`src/rtl/train_pkg.sv`:
```
// Shared train-controller definitions: state encoding and the duration width.
// Pure constants and types, no latency, no flow control.
package train_pkg;

    localparam int DW_DEF = 13;

    localparam logic [1:0] ST_IDLE = 2'b00;
    localparam logic [1:0] ST_RUN  = 2'b01;
    localparam logic [1:0] ST_HOLD = 2'b10;

    typedef enum logic [1:0] {
        IDLE = ST_IDLE,
        RUN  = ST_RUN,
        HOLD = ST_HOLD
    } timer_state_e;

    // Largest duration representable on a w-bit duration path.
    function automatic int max_ticks(input int w);
        return (1 << w) - 1;
    endfunction

endpackage

```
`src/rtl/phase_timer_tick_gen.sv`:
```
// Prescaler: strobes tick combinationally on the enabled cycle whose count is PRESCALE-1.
// Zero latency to tick; clear wins over enable; count frozen while enable is low.
module tick_gen #(
    parameter int PRESCALE = 50000,
    parameter int PW       = 16
) (
    input  logic clk,
    input  logic rst_n,
    input  logic clear,
    input  logic enable,
    output logic tick
);

    localparam logic [PW-1:0] LAST = PW'(PRESCALE - 1);

    logic [PW-1:0] cnt_q;
    logic [PW-1:0] cnt_d;

    assign tick = enable && (cnt_q == LAST);

    always_comb begin
        cnt_d = cnt_q;
        if (clear) begin
            cnt_d = '0;
        end else if (enable) begin
            cnt_d = (cnt_q == LAST) ? '0 : cnt_q + PW'(1);
        end
    end

    always_ff @(posedge clk or negedge rst_n) begin
        if (!rst_n) begin
            cnt_q <= '0;
        end else begin
            cnt_q <= cnt_d;
        end
    end

endmodule

```
`src/rtl/phase_timer.sv`:
```
// Phase countdown: loads a duration on start, counts it down in prescaled ticks, pulses expired.
// Expiry one cycle after edge E0+N*PRESCALE; each HOLD cycle adds one cycle; no backpressure.
module phase_timer
    import train_pkg::*;
#(
    parameter int DW       = DW_DEF,
    parameter int PRESCALE = 50000,
    parameter int PW       = 16
) (
    input  logic          clk,
    input  logic          rst_n,
    input  logic [DW-1:0] tout_in,
    input  logic          start,
    input  logic          pause,
    input  logic          abort,
    output logic          busy,
    output logic          expired,
    output logic [DW-1:0] remaining,
    output logic          tick
);

    timer_state_e  state_q,     state_d;
    logic [DW-1:0] remaining_q, remaining_d;
    logic          busy_q,      busy_d;
    logic          expired_q,   expired_d;
    logic          tick_q,      tick_d;

    logic          presc_clr;
    logic          presc_en;
    logic          presc_tick;

    // The HOLD->RUN edge advances the prescaler so a pause costs exactly its HOLD cycles.
    assign presc_clr = abort || start;
    assign presc_en  = !abort && !start && !pause &&
                       ((state_q == RUN) || (state_q == HOLD));

    tick_gen #(
        .PRESCALE (PRESCALE),
        .PW       (PW)
    ) u_tick_gen (
        .clk    (clk),
        .rst_n  (rst_n),
        .clear  (presc_clr),
        .enable (presc_en),
        .tick   (presc_tick)
    );

    always_comb begin
        state_d     = state_q;
        remaining_d = remaining_q;
        busy_d      = busy_q;
        expired_d   = 1'b0;
        tick_d      = 1'b0;

        if (abort) begin
            state_d     = IDLE;
            remaining_d = '0;
            busy_d      = 1'b0;
        end else if (start) begin
            remaining_d = tout_in;
            if (tout_in != '0) begin
                state_d = RUN;
                busy_d  = 1'b1;
            end else begin
                state_d   = IDLE;
                busy_d    = 1'b0;
                expired_d = 1'b1;
            end
        end else begin
            case (state_q)
                RUN, HOLD: begin
                    if (pause) begin
                        state_d = HOLD;
                    end else begin
                        state_d = RUN;
                        if (presc_tick) begin
                            tick_d = 1'b1;
                            if (remaining_q <= DW'(1)) begin
                                state_d     = IDLE;
                                remaining_d = '0;
                                busy_d      = 1'b0;
                                expired_d   = 1'b1;
                            end else begin
                                remaining_d = remaining_q - DW'(1);
                            end
                        end
                    end
                end
                default: begin
                    // IDLE and the unused encoding both settle to a clean IDLE.
                    state_d     = IDLE;
                    remaining_d = '0;
                    busy_d      = 1'b0;
                end
            endcase
        end
    end

    always_ff @(posedge clk or negedge rst_n) begin
        if (!rst_n) begin
            state_q     <= IDLE;
            remaining_q <= '0;
            busy_q      <= 1'b0;
            expired_q   <= 1'b0;
            tick_q      <= 1'b0;
        end else begin
            state_q     <= state_d;
            remaining_q <= remaining_d;
            busy_q      <= busy_d;
            expired_q   <= expired_d;
            tick_q      <= tick_d;
        end
    end

    assign busy      = busy_q;
    assign expired   = expired_q;
    assign remaining = remaining_q;
    assign tick      = tick_q;

endmodule

```
`config.mk`:
```
export PLATFORM = sky130hd
export DESIGN_NAME = phase_timer
export DESIGN_NICKNAME = d
export VERILOG_FILES = /design/src/rtl/train_pkg.sv /design/src/rtl/phase_timer_tick_gen.sv /design/src/rtl/phase_timer.sv
export SDC_FILE = /design/constraint.sdc
export NUM_CORES = 1
export LEC_CHECK = 0
export CAP_MARGIN = 20
export CORE_MARGIN = 1
export CORE_UTILIZATION = 31
export CTS_CLUSTER_DIAMETER = 30
export DETAILED_ROUTE_END_ITERATION = 8
export SLEW_MARGIN = 10
export SYNTH_ARGS = -nofsm -noshare
export SYNTH_HDL_FRONTEND = slang
export SYNTH_SLANG_ARGS = --single-unit
```
`constraint.sdc`:
```
create_clock -name clk -period 2.3 [get_ports clk]
set_input_delay 0.46 -clock clk [delete_from_list [all_inputs] [get_ports clk]]
set_output_delay 0.46 -clock clk [all_outputs]
set_load 0.01 [all_outputs]
```
==> run summary <==
outcome - complete, no violations
DP Wirelength - 4090 µm
Syn Inst Count - 227
Die Span Y - 82.5 µm
Cell Pwr Density - 535 nW/µm²
IO Pins - 34
RSZ-0062 raised after global routing - no
sequential element share of the synthesized area - 42.3%
WP data required - 2480 ps
setup TNS - 0 ps
synth top area cells - dfrtp_1, nor2_1, nand2_1
crit path capture type - flop
Fin. Hold Viols - 0
hold buffers post-CTS - 0
Die X - 82.5 µm
CP arrival - 2360 ps
Hold Path Class - reg2reg
area grow syn2layout - 32.8%
share of cells above drive strength 1 - 13.7%
number of library cell types mapped by synthesis - 49
pin count of the biggest net entering global routing - 35
first-pass GRT wire length - 9000 µm
worst-path fanout max - 3
Detailed Route Iter0 Violations - 182
vias - 1922
Diodes inserted - 0
fin crit share - 94.7%
Clock Pin Slew Worst Setup and Hold Paths - 70 ps
worst relative slew slack - 65.3%
maximum clock rate - 459 MHz
VDD IR max - 208 µV
Row Count - 28
syn_area_per_cell - 8.85 µm²
Worst Setup Start Kind - flop
CTS Root Buffer Type - clkbuf_8
Final Net Count - 304
port bufs - 33
fin crit period - 2180 ps
Yosys Warn Count - 0
leakage - 1.11 nW
Setup Viol. Count Final - 0
Setup Skew - 7.48 ps
Final ANT Viol Nets - 0
die area - 6810 µm²
GRT Util Overall - 17.9%
routed wire length - 5450 µm
# clock sinks - 34
vias in the first global route - 1819
Via-to-Cell Ratio - 5.35
Worst Path Class, Setup - reg2reg
Starting Density - 33.0%
worst slew pin tran - 516 ps
gr ovfl total - 0
Final WS setup - 123 ps
Maximum Capacitance Violations - 0
Final Wtd Congestion - 0.907
Bufs on Longest Clock Path - 2
area leader, netlist - dfrtp_1
syn nets - 248
H-Tree Depth - 2
core area - 6100 µm²
CTS tree - built
clk_lat worst skew - 290 ps
DRT Pass-1 Iters - 4
DRC viols - 0
CTS Buf Count - 5
antenna violations before repair - 0
fin util - 43.8%
Synth top area share - 42.3%
fin. max-slew vios - 0
Post-Syn Area - 2010 µm²
dpl ws - 96.2 ps
wire per inst - 15.2 µm
number of synthesized register bits - 34
through the flow:
step                      total power (W)  area, µm²  hold slack [ps]  instances
after floorplan                  0.000814       2010              164        227
after global placement           0.000968       2570              502        350
after detailed placement         0.000970       2570              500        350
after CTS                         0.00144       2660              515        358
after global routing              0.00150       2670              544        359
final                             0.00143       2670              514        359
power breakdown:
group | internal [W] | leakage, nW | switching, W | total, W
Combinational | 0.000144 | 0.597 | 0.000164 | 0.000308
Sequential | 0.000620 | 0.463 | 0.0000317 | 0.000651
Clock | 0.000242 | 0.0482 | 0.000225 | 0.000466
cells by family after synthesis:
logic type | synth area share, %
AND/OR/NAND/NOR | 28.3
AO/OA/AOI/OAI | 17.9
flip-flops | 42.3
buffers and inverters | 3.80
XOR/XNOR | 4.79
adder cells (fa/ha/maj) | 1.87
multiplexers | 1.06
layout make-up:
cell class | instances | area, µm²
clock buffer | 7 | 86.3
clock inverter | 1 | 5.00
fill | 628 | 3430
inverter | 13 | 48.8
multi-input combinational | 175 | 1080
sequential | 34 | 851
tap | 75 | 93.8
timing repair buffer | 54 | 500
Yosys cell counts (all sizes together):
cell type,n
a211oi,1
a21boi,2
a21o,1
a21oi,11
a221o,2
a22o,2
a22oi,5
a31oi,5
a32oi,1
and2,1
and3,5
and4,3
buf,2
clkbuf,3
dfrtp,34
ha,3
inv,13
mux2,1
mux2i,1
nand2,23
nand2b,1
nand3,10
nand4,9
nor2,24
nor2b,2
nor3,12
nor3b,1
nor4,7
o211ai,5
o21a,1
o21ai,12
o21bai,1
o22ai,2
o31ai,1
o32ai,1
or2,2
or3,2
or4,3
or4b,1
xnor2,3
xor2,8
final timing paths:
check / slack, ps / from / endpoint / cells after the start
max in group asynchronous: 1410 / rst_n / u_tick_gen.cnt_q[5] / 2
min: 510 / u_tick_gen.cnt_q[14] / u_tick_gen.cnt_q[14] / 1
max: 120 / u_tick_gen.cnt_q[5] / u_tick_gen.cnt_q[9] / 5
max reg2reg: 120 / u_tick_gen.cnt_q[5] / u_tick_gen.cnt_q[9] / 5
min in group asynchronous: 580 / rst_n / u_tick_gen.cnt_q[12] / 2
min reg2reg: 510 / u_tick_gen.cnt_q[14] / u_tick_gen.cnt_q[14] / 1
repair_timing:
action / CTS / global route
resized for setup: 0 / 1
setup buffers: 0 / 1
setup endpoints to repair: 0 / 7
critical path, stage by stage (launching register included):
cell,delay [ps]
dfrtp_1,380
or4b_4,560
or4_4,590
a21oi_2,180
o32ai_1,100
mux2_2,270
cells in the final DEF, fill, tap and decap left out, drive strengths merged, types with 2 or more instances in the layout:
master,instances
nand4,9
and3,5
o22ai,2
or2,2
a31oi,5
nor2,24
nor4,7
a221o,2
xor2,8
clkbuf,7
a22oi,5
inv,13
or4,3
a21oi,11
nand2,23
xnor2,3
buf,21
a21boi,2
ha,3
nor2b,2
o211ai,5
and4,3
nand3,10
or3,2
clkdlybuf4s50,33
nor3,12
a22o,2
dfrtp,34
o21ai,12
routing by layer:
metal	part of all wire, %	track usage, %	routed length (µm)
met3	4.4	3.63	238
met4	1.7	7.07	93
met5	0	0	0
met1	49	25.4	2670
met2	45	26.4	2450
sequential cells by signal, summed over array words and instances, names as in the netlist:
signal	cells
busy	1
expired	1
remaining	13
state_q	2
tick	1
u_tick_gen.cnt_q	16
Note: power is estimated with default switching activity, not from simulation.
